`src/rtl/fetch_pkg.sv`:
```
// Shared types and constants for the instruction fetch controller.
package fetch_pkg;

  typedef enum logic [0:0] {
    RUN  = 1'b0,
    HALT = 1'b1
  } fetch_state_e;

  localparam int unsigned INSTR_W    = 32;
  localparam int unsigned ILEN_BYTES = 4;
  localparam logic [INSTR_W-1:0] NOP_INSTR = 32'h0000_0033;

endpackage

```
`src/rtl/fetch_fifo.sv`:
```
// Prefetch FIFO holding {instr, pc} entries; flush has priority, push+pop legal when full.
module fetch_fifo #(
  parameter int unsigned WIDTH = 40,
  parameter int unsigned DEPTH = 2
) (
  input  logic             clk,
  input  logic             rst_n,
  input  logic             i_push,
  input  logic             i_pop,
  input  logic             i_flush,
  input  logic [WIDTH-1:0] i_data,
  output logic [WIDTH-1:0] o_data,
  output logic             o_full,
  output logic             o_empty
);

  localparam int unsigned PTR_W = $clog2(DEPTH);

  logic [WIDTH-1:0] r_mem [DEPTH];
  logic [PTR_W-1:0] r_wptr, r_rptr;
  logic [PTR_W:0]   r_count;
  logic             w_push_ok, w_pop_ok;

  assign o_full    = (r_count == (PTR_W+1)'(DEPTH));
  assign o_empty   = (r_count == '0);
  assign o_data    = r_mem[r_rptr];
  assign w_pop_ok  = i_pop && !o_empty;
  assign w_push_ok = i_push && (!o_full || w_pop_ok);

  always_ff @(posedge clk or negedge rst_n) begin
    if (!rst_n) begin
      for (int i = 0; i < DEPTH; i++) r_mem[i] <= '0;
      r_wptr  <= '0;
      r_rptr  <= '0;
      r_count <= '0;
    end else if (i_flush) begin
      r_wptr  <= '0;
      r_rptr  <= '0;
      r_count <= '0;
    end else begin
      if (w_push_ok) begin
        r_mem[r_wptr] <= i_data;
        r_wptr        <= r_wptr + PTR_W'(1);
      end
      if (w_pop_ok) r_rptr <= r_rptr + PTR_W'(1);
      unique case ({w_push_ok, w_pop_ok})
        2'b10:   r_count <= r_count + (PTR_W+1)'(1);
        2'b01:   r_count <= r_count - (PTR_W+1)'(1);
        default: r_count <= r_count;
      endcase
    end
  end

endmodule

```
`src/rtl/fetch_ctrl.sv`:
```
// Instruction fetch controller: owns fetch PC, prefetches into a FIFO, handles redirect/halt.
// Optional FETCH_PERF_EN adds push and stall counters.
module fetch_ctrl
  import fetch_pkg::*;
#(
  parameter int unsigned        ADDR_W     = 8,
  parameter logic [ADDR_W-1:0]  RESET_PC   = '0,
  parameter int unsigned        FIFO_DEPTH = 2
) (
  input  logic               clk,
  input  logic               rst_n,
  output logic [ADDR_W-1:0]  imem_addr,
  input  logic [INSTR_W-1:0] imem_data,
  input  logic               redirect_valid,
  input  logic [ADDR_W-1:0]  redirect_pc,
  output logic               inst_valid,
  input  logic               inst_ready,
  output logic [INSTR_W-1:0] inst,
  output logic [ADDR_W-1:0]  inst_pc,
  output logic               halted,
  output logic               misalign_err
`ifdef FETCH_PERF_EN
  ,
  output logic [31:0]        perf_fetch_cnt,
  output logic [31:0]        perf_stall_cnt
`endif
);

  localparam int unsigned ENTRY_W = INSTR_W + ADDR_W;

  fetch_state_e       r_state;
  logic [ADDR_W-1:0]  r_pc;
  logic               r_misalign;
  logic               w_full, w_empty, w_pop, w_push, w_aligned;
  logic [ENTRY_W-1:0] w_head;

  assign w_aligned = (redirect_pc[1:0] == 2'b00);
  assign w_pop     = inst_valid && inst_ready;
  // Redirect wins over push; the flushed cycle never captures a word.
  assign w_push    = (r_state == RUN) && !redirect_valid && (!w_full || w_pop);

  fetch_fifo #(
    .WIDTH (ENTRY_W),
    .DEPTH (FIFO_DEPTH)
  ) u_fifo (
    .clk     (clk),
    .rst_n   (rst_n),
    .i_push  (w_push),
    .i_pop   (w_pop),
    .i_flush (redirect_valid),
    .i_data  ({imem_data, r_pc}),
    .o_data  (w_head),
    .o_full  (w_full),
    .o_empty (w_empty)
  );

  always_ff @(posedge clk or negedge rst_n) begin
    if (!rst_n) begin
      r_state    <= RUN;
      r_pc       <= RESET_PC;
      r_misalign <= 1'b0;
    end else if (redirect_valid) begin
      if (w_aligned) begin
        r_state    <= RUN;
        r_pc       <= redirect_pc;
        r_misalign <= 1'b0;
      end else begin
        r_state    <= HALT;
        r_misalign <= 1'b1;
      end
    end else begin
      r_misalign <= 1'b0;
      if (w_push) r_pc <= r_pc + ADDR_W'(ILEN_BYTES);
    end
  end

  assign imem_addr    = r_pc;
  assign inst_valid   = !w_empty;
  assign inst         = w_head[ENTRY_W-1 -: INSTR_W];
  assign inst_pc      = w_head[ADDR_W-1:0];
  assign halted       = (r_state == HALT);
  assign misalign_err = r_misalign;

`ifdef FETCH_PERF_EN
  logic [31:0] r_fetch_cnt, r_stall_cnt;

  always_ff @(posedge clk or negedge rst_n) begin
    if (!rst_n) begin
      r_fetch_cnt <= '0;
      r_stall_cnt <= '0;
    end else begin
      if (w_push) r_fetch_cnt <= r_fetch_cnt + 32'd1;
      if ((r_state == RUN) && w_full && !w_pop) r_stall_cnt <= r_stall_cnt + 32'd1;
    end
  end

  assign perf_fetch_cnt = r_fetch_cnt;
  assign perf_stall_cnt = r_stall_cnt;
`endif

endmodule
```
`config.mk`:
```
export PLATFORM = sky130hd
export DESIGN_NAME = fetch_ctrl
export DESIGN_NICKNAME = d
export VERILOG_FILES = /design/src/rtl/fetch_pkg.sv /design/src/rtl/fetch_fifo.sv /design/src/rtl/fetch_ctrl.sv
export SDC_FILE = /design/constraint.sdc
export NUM_CORES = 1
export LEC_CHECK = 0
export ABC_AREA = 1
export ABC_CLOCK_PERIOD_IN_PS = 1900
export CORE_MARGIN = 3
export CORE_UTILIZATION = 46
export CTS_CLUSTER_DIAMETER = 80
export DETAILED_ROUTE_END_ITERATION = 7
export PLACE_DENSITY = 0.78
export SLEW_MARGIN = 30
export SYNTH_ARGS = -nofsm -noshare
export SYNTH_HDL_FRONTEND = slang
export SYNTH_HIERARCHICAL = 1
export SYNTH_SLANG_ARGS = --single-unit
```
`constraint.sdc`:
```
create_clock -name clk -period 1.9 [get_ports clk]
set_clock_uncertainty 0.1 [all_clocks]
set_input_delay 0.57 -clock clk [delete_from_list [all_inputs] [get_ports clk]]
set_output_delay 0.57 -clock clk [all_outputs]
set_load 0.05 [all_outputs]
```
==> summary.md <==
| Metric | Value |
|---|---|
| Initial Util | roughly 48% |
| Die H | 105 um |
| All-Layer GR Usage | between 20% and 30% |
| Share of flip-flops with an asynchronous set or reset | between 90% and 100% |
| WHS | around 36 ps |
| Max FO, Critical Path | 7 |
| Final sum of negative setup slack | -6340 ps |
| Maximum number of pins on one net before global-route repair | 40 |
| Failing checks | negative setup slack |
| Uppermost routed layer | met4 |
| Seq/Total Area, Yosys | 51.8% |
| Cell types with the largest area share after synthesis | sky130_fd_sc_hd__dfrtp_1, sky130_fd_sc_hd__nand2_1, sky130_fd_sc_hd__o21ai_2, sky130_fd_sc_hd__inv_1, sky130_fd_sc_hd__o21ai_0 |
| Power density relative to cell area | roughly 1600 nW/um^2 |
| TritonCTS buffer count | 9 |
| Most used DFF post-synth | sky130_fd_sc_hd__dfrtp_1 |
| Final weighted congestion in routability-driven placement | roughly 0.81 |
| Setup repair after global routing missed its margin | yes |
| Utilization of the core after routing | 71.2% |
| Post-synth top area cell | sky130_fd_sc_hd__dfrtp_1 |
| Arrival time of data at the critical path endpoint | 1420 ps |
| Final setup slack of the worst path | -194 ps |
| Clock sink total | 94 |
| Final antenna diode count | 0 |
| Worst hold path class | in2async |
| Sum of met3 wire segment lengths after detailed routing | slightly above 600 um |
| Clock tree buffer depth | 2 |
| Wire length reported by the detailed router | between 10000 and 15000 um |
| Share of layout cells above drive strength 1 | roughly a third |
| Share of the synthesized netlist area taken by xor and xnor gates | 0% |
| Synthesized area per cell | between 8 and 9 um^2 |
| Fraction of post-synthesis cell area in the top cell type by area | 51.8% |
| Number of antenna violations at the first check in global routing | 0 |
| Quantity of I/O buffers inserted on ports | 94 |
| Cell with the most instances after synthesis | sky130_fd_sc_hd__nand2_1 |
| Share of the synthesized area in compound gates (AO/OA/AOI/OAI) | about an eighth |
| Count of maximum capacitance violations | 0 |
| Standard-cell rows | 35 |
| Count of state elements after synthesis | 94 |
| Area of the core | between 9000 and 10000 um^2 |
| Post-route non-filler standard cell count | a little under 800 |
| Shortest clock period the worst path allows after layout | 2090 ps |
| First-pass GRT wire length | about 19000 um |
| Power consumption | 10.5 mW |
| Number of synthesis warnings | 6 |
| Netlist area before placement | 4540 um^2 |
| Syn_nets | approximately 600 |
| Number of synthesized flops with an enable pin | 0 |
| DP Wirelength | ~7100 um |
| Number of vias after detailed routing | 3857 |
| Clock tree from TritonCTS | yes |
| Post-detailed-route count of antenna-violating nets | 0 |
| Via count of the first global-routing pass | a little under 4000 |
| Leak pwr | roughly 3.3 nW |
| Kind of launch point of the worst setup path | flip-flop |
| Maximum VDD drop | about 840 uV |
| Pre-antenna DRT Iters | 5 |
| Placed insts | about 760 |
| Deepest level of the CTS H-tree | 3 |
| Routed met2 length | between 5000 and 6000 um |
| Sum of routed wire segments on met1 | ~4800 um |
| Kind of end point of the critical path | output pin |
| P&R area growth vs syn | 47.8% |
| Main combinational cell family by area after synthesis | simple AND/OR/NAND/NOR gates |
| Ranking of synthesized cells by instance count | sky130_fd_sc_hd__nand2_1, sky130_fd_sc_hd__dfrtp_1, sky130_fd_sc_hd__inv_1 |
| Multiplexer area fraction after synthesis | 0% |
| Simple logic cell fraction of the synthesized area | around a quarter |
| Critical path required time | 1230 ps |
| Worst-Skew Late Latency | between 300 and 400 ps |
| Clock transition at the registers of the reported paths | about 90 ps |
| Root Buffer | sky130_fd_sc_hd__clkbuf_8 |
| Relative slew slack | 72.1% |
| Final hold violation count | 0 |
| NumNets Final | 700 |
| Library cells used by synthesis | 26 |
| Slew at the pin closest to its max-slew limit | roughly 420 ps |
| Adder-cell area share of the yosys netlist | 0.276% |
| Highest clock rate | about 480 MHz |
| Die width | between 100 and 150 um |
| Tcrit/Tclk final | 110% |
| Worst setup path class | reg2out |
| Gate Count Post-Synth | ~550 |
| Residual DRC | 0 |
| Routed wirelength normalized by instance count | 14.3 um |
| Grt ovf | 0 |
| Total I/O pin count | 95 |
| Number of buffers inserted for hold repair after clock tree synthesis | 0 |
| Initial DRC Count | around 210 |
| Average via count per standard cell | 4.89 |
| Number of failing setup endpoints in the final timing report | 40 |
| Outcome | complete, but fails checks |
| Overall die area | ~11000 um^2 |
| Max-slew violation count | 0 |
## area by class of cell
cell class / instances / area, um^2
Inverter: 64 / 246
Sequential cell: 94 / 2350
Timing Repair Buffer: 124 / 1700
Tap cell: 129 / 161
Clock inverter: 3 / 45.0
Clock buffer: 12 / 145
Fill cell: 666 / 2710
Multi-Input combinational cell: 362 / 2060
## kinds of logic after synthesis
kind of cell,count (synthesis)
AND/OR/NAND/NOR,272
flip-flops,94
AO/OA/AOI/OAI,89
buffers and inverters,89
adder cells (fa/ha/maj),1
## worst max-delay path: stages (launching register included)
cell                      delay [ps]
sky130_fd_sc_hd__dfrtp_1         400
sky130_fd_sc_hd__inv_2           100
sky130_fd_sc_hd__buf_6           120
sky130_fd_sc_hd__buf_12          120
sky130_fd_sc_hd__nand2_1          70
sky130_fd_sc_hd__nand2_2         110
sky130_fd_sc_hd__buf_8           150
## report_power, final
part	switching, mW	internal, mW
sequential	0.542	2.63
combinational	3.50	2.58
clock	0.658	0.639
total	4.70	5.85
## registers in the layout, summed over array words and instances, names as in the netlist
| register | flops |
|---|---|
| halted | 1 |
| misalign_err | 1 |
| imem_addr | 8 |
| u_fifo/r_wptr | 1 |
| u_fifo/r_count | 2 |
| u_fifo/r_rptr | 1 |
| u_fifo/r_mem | 80 |
## layout by cell type, fill, tap and decap left out, types with 7 or more instances in the layout
cell type / instances
sky130_fd_sc_hd__clkdlybuf4s50_1: 42
sky130_fd_sc_hd__buf_12: 22
sky130_fd_sc_hd__buf_4: 13
sky130_fd_sc_hd__inv_1: 56
sky130_fd_sc_hd__nor2_1: 7
sky130_fd_sc_hd__dfrtp_1: 94
sky130_fd_sc_hd__nand3_1: 13
sky130_fd_sc_hd__buf_8: 39
sky130_fd_sc_hd__clkbuf_8: 10
sky130_fd_sc_hd__nand2_4: 31
sky130_fd_sc_hd__o21ai_2: 41
sky130_fd_sc_hd__nand2_1: 169
sky130_fd_sc_hd__nand2_2: 43
sky130_fd_sc_hd__o21ai_0: 40
## per-layer routing
metal	global-route usage, %	vias to the layer above
li1	-	1898
met1	26.5	1845
met2	35.9	103
met3	4.29	11
met4	6.09	0
met5	0	-
## worst paths after layout
| check | startpoint | endpoint | slack [ps] | cells after the start |
|---|---|---|---|---|
| max | u_fifo/r_rptr$_DFFE_PN0P_ | inst_pc[1] | -190 | 6 |
| min | rst_n | u_fifo/r_mem[53]$_DFFE_PN0P_ | 40 | 1 |
| max reg2reg | u_fifo/r_count[0]$_DFFE_PN0P_ | u_fifo/r_mem[22]$_DFFE_PN0P_ | 160 | 11 |
| min reg2reg | u_fifo/r_mem[1]$_DFFE_PN0P_ | u_fifo/r_mem[1]$_DFFE_PN0P_ | 390 | 2 |
| max in group asynchronous | rst_n | u_fifo/r_mem[22]$_DFFE_PN0P_ | 1110 | 2 |
| min in group clk | u_fifo/r_mem[1]$_DFFE_PN0P_ | u_fifo/r_mem[1]$_DFFE_PN0P_ | 390 | 2 |
## through the flow
stage	instance area [um^2]	worst slack [ps]
2_1_floorplan	4670	-40.2
3_3_place_gp	5790	-191
3_5_place_dp	5790	-243
4_1_cts	6540	-185
5_1_grt	6710	-241
6_report	6710	-194
## timing repair
action	4_1_cts	5_1_grt
pin swaps	5	13
endpoints found under the hold margin	0	0
gates resized for setup	118	36
endpoints found under the setup margin	57	40
cloned	3	1
buffers inserted	8	0
No activity file was read; power rests on OpenSTA's default activity.
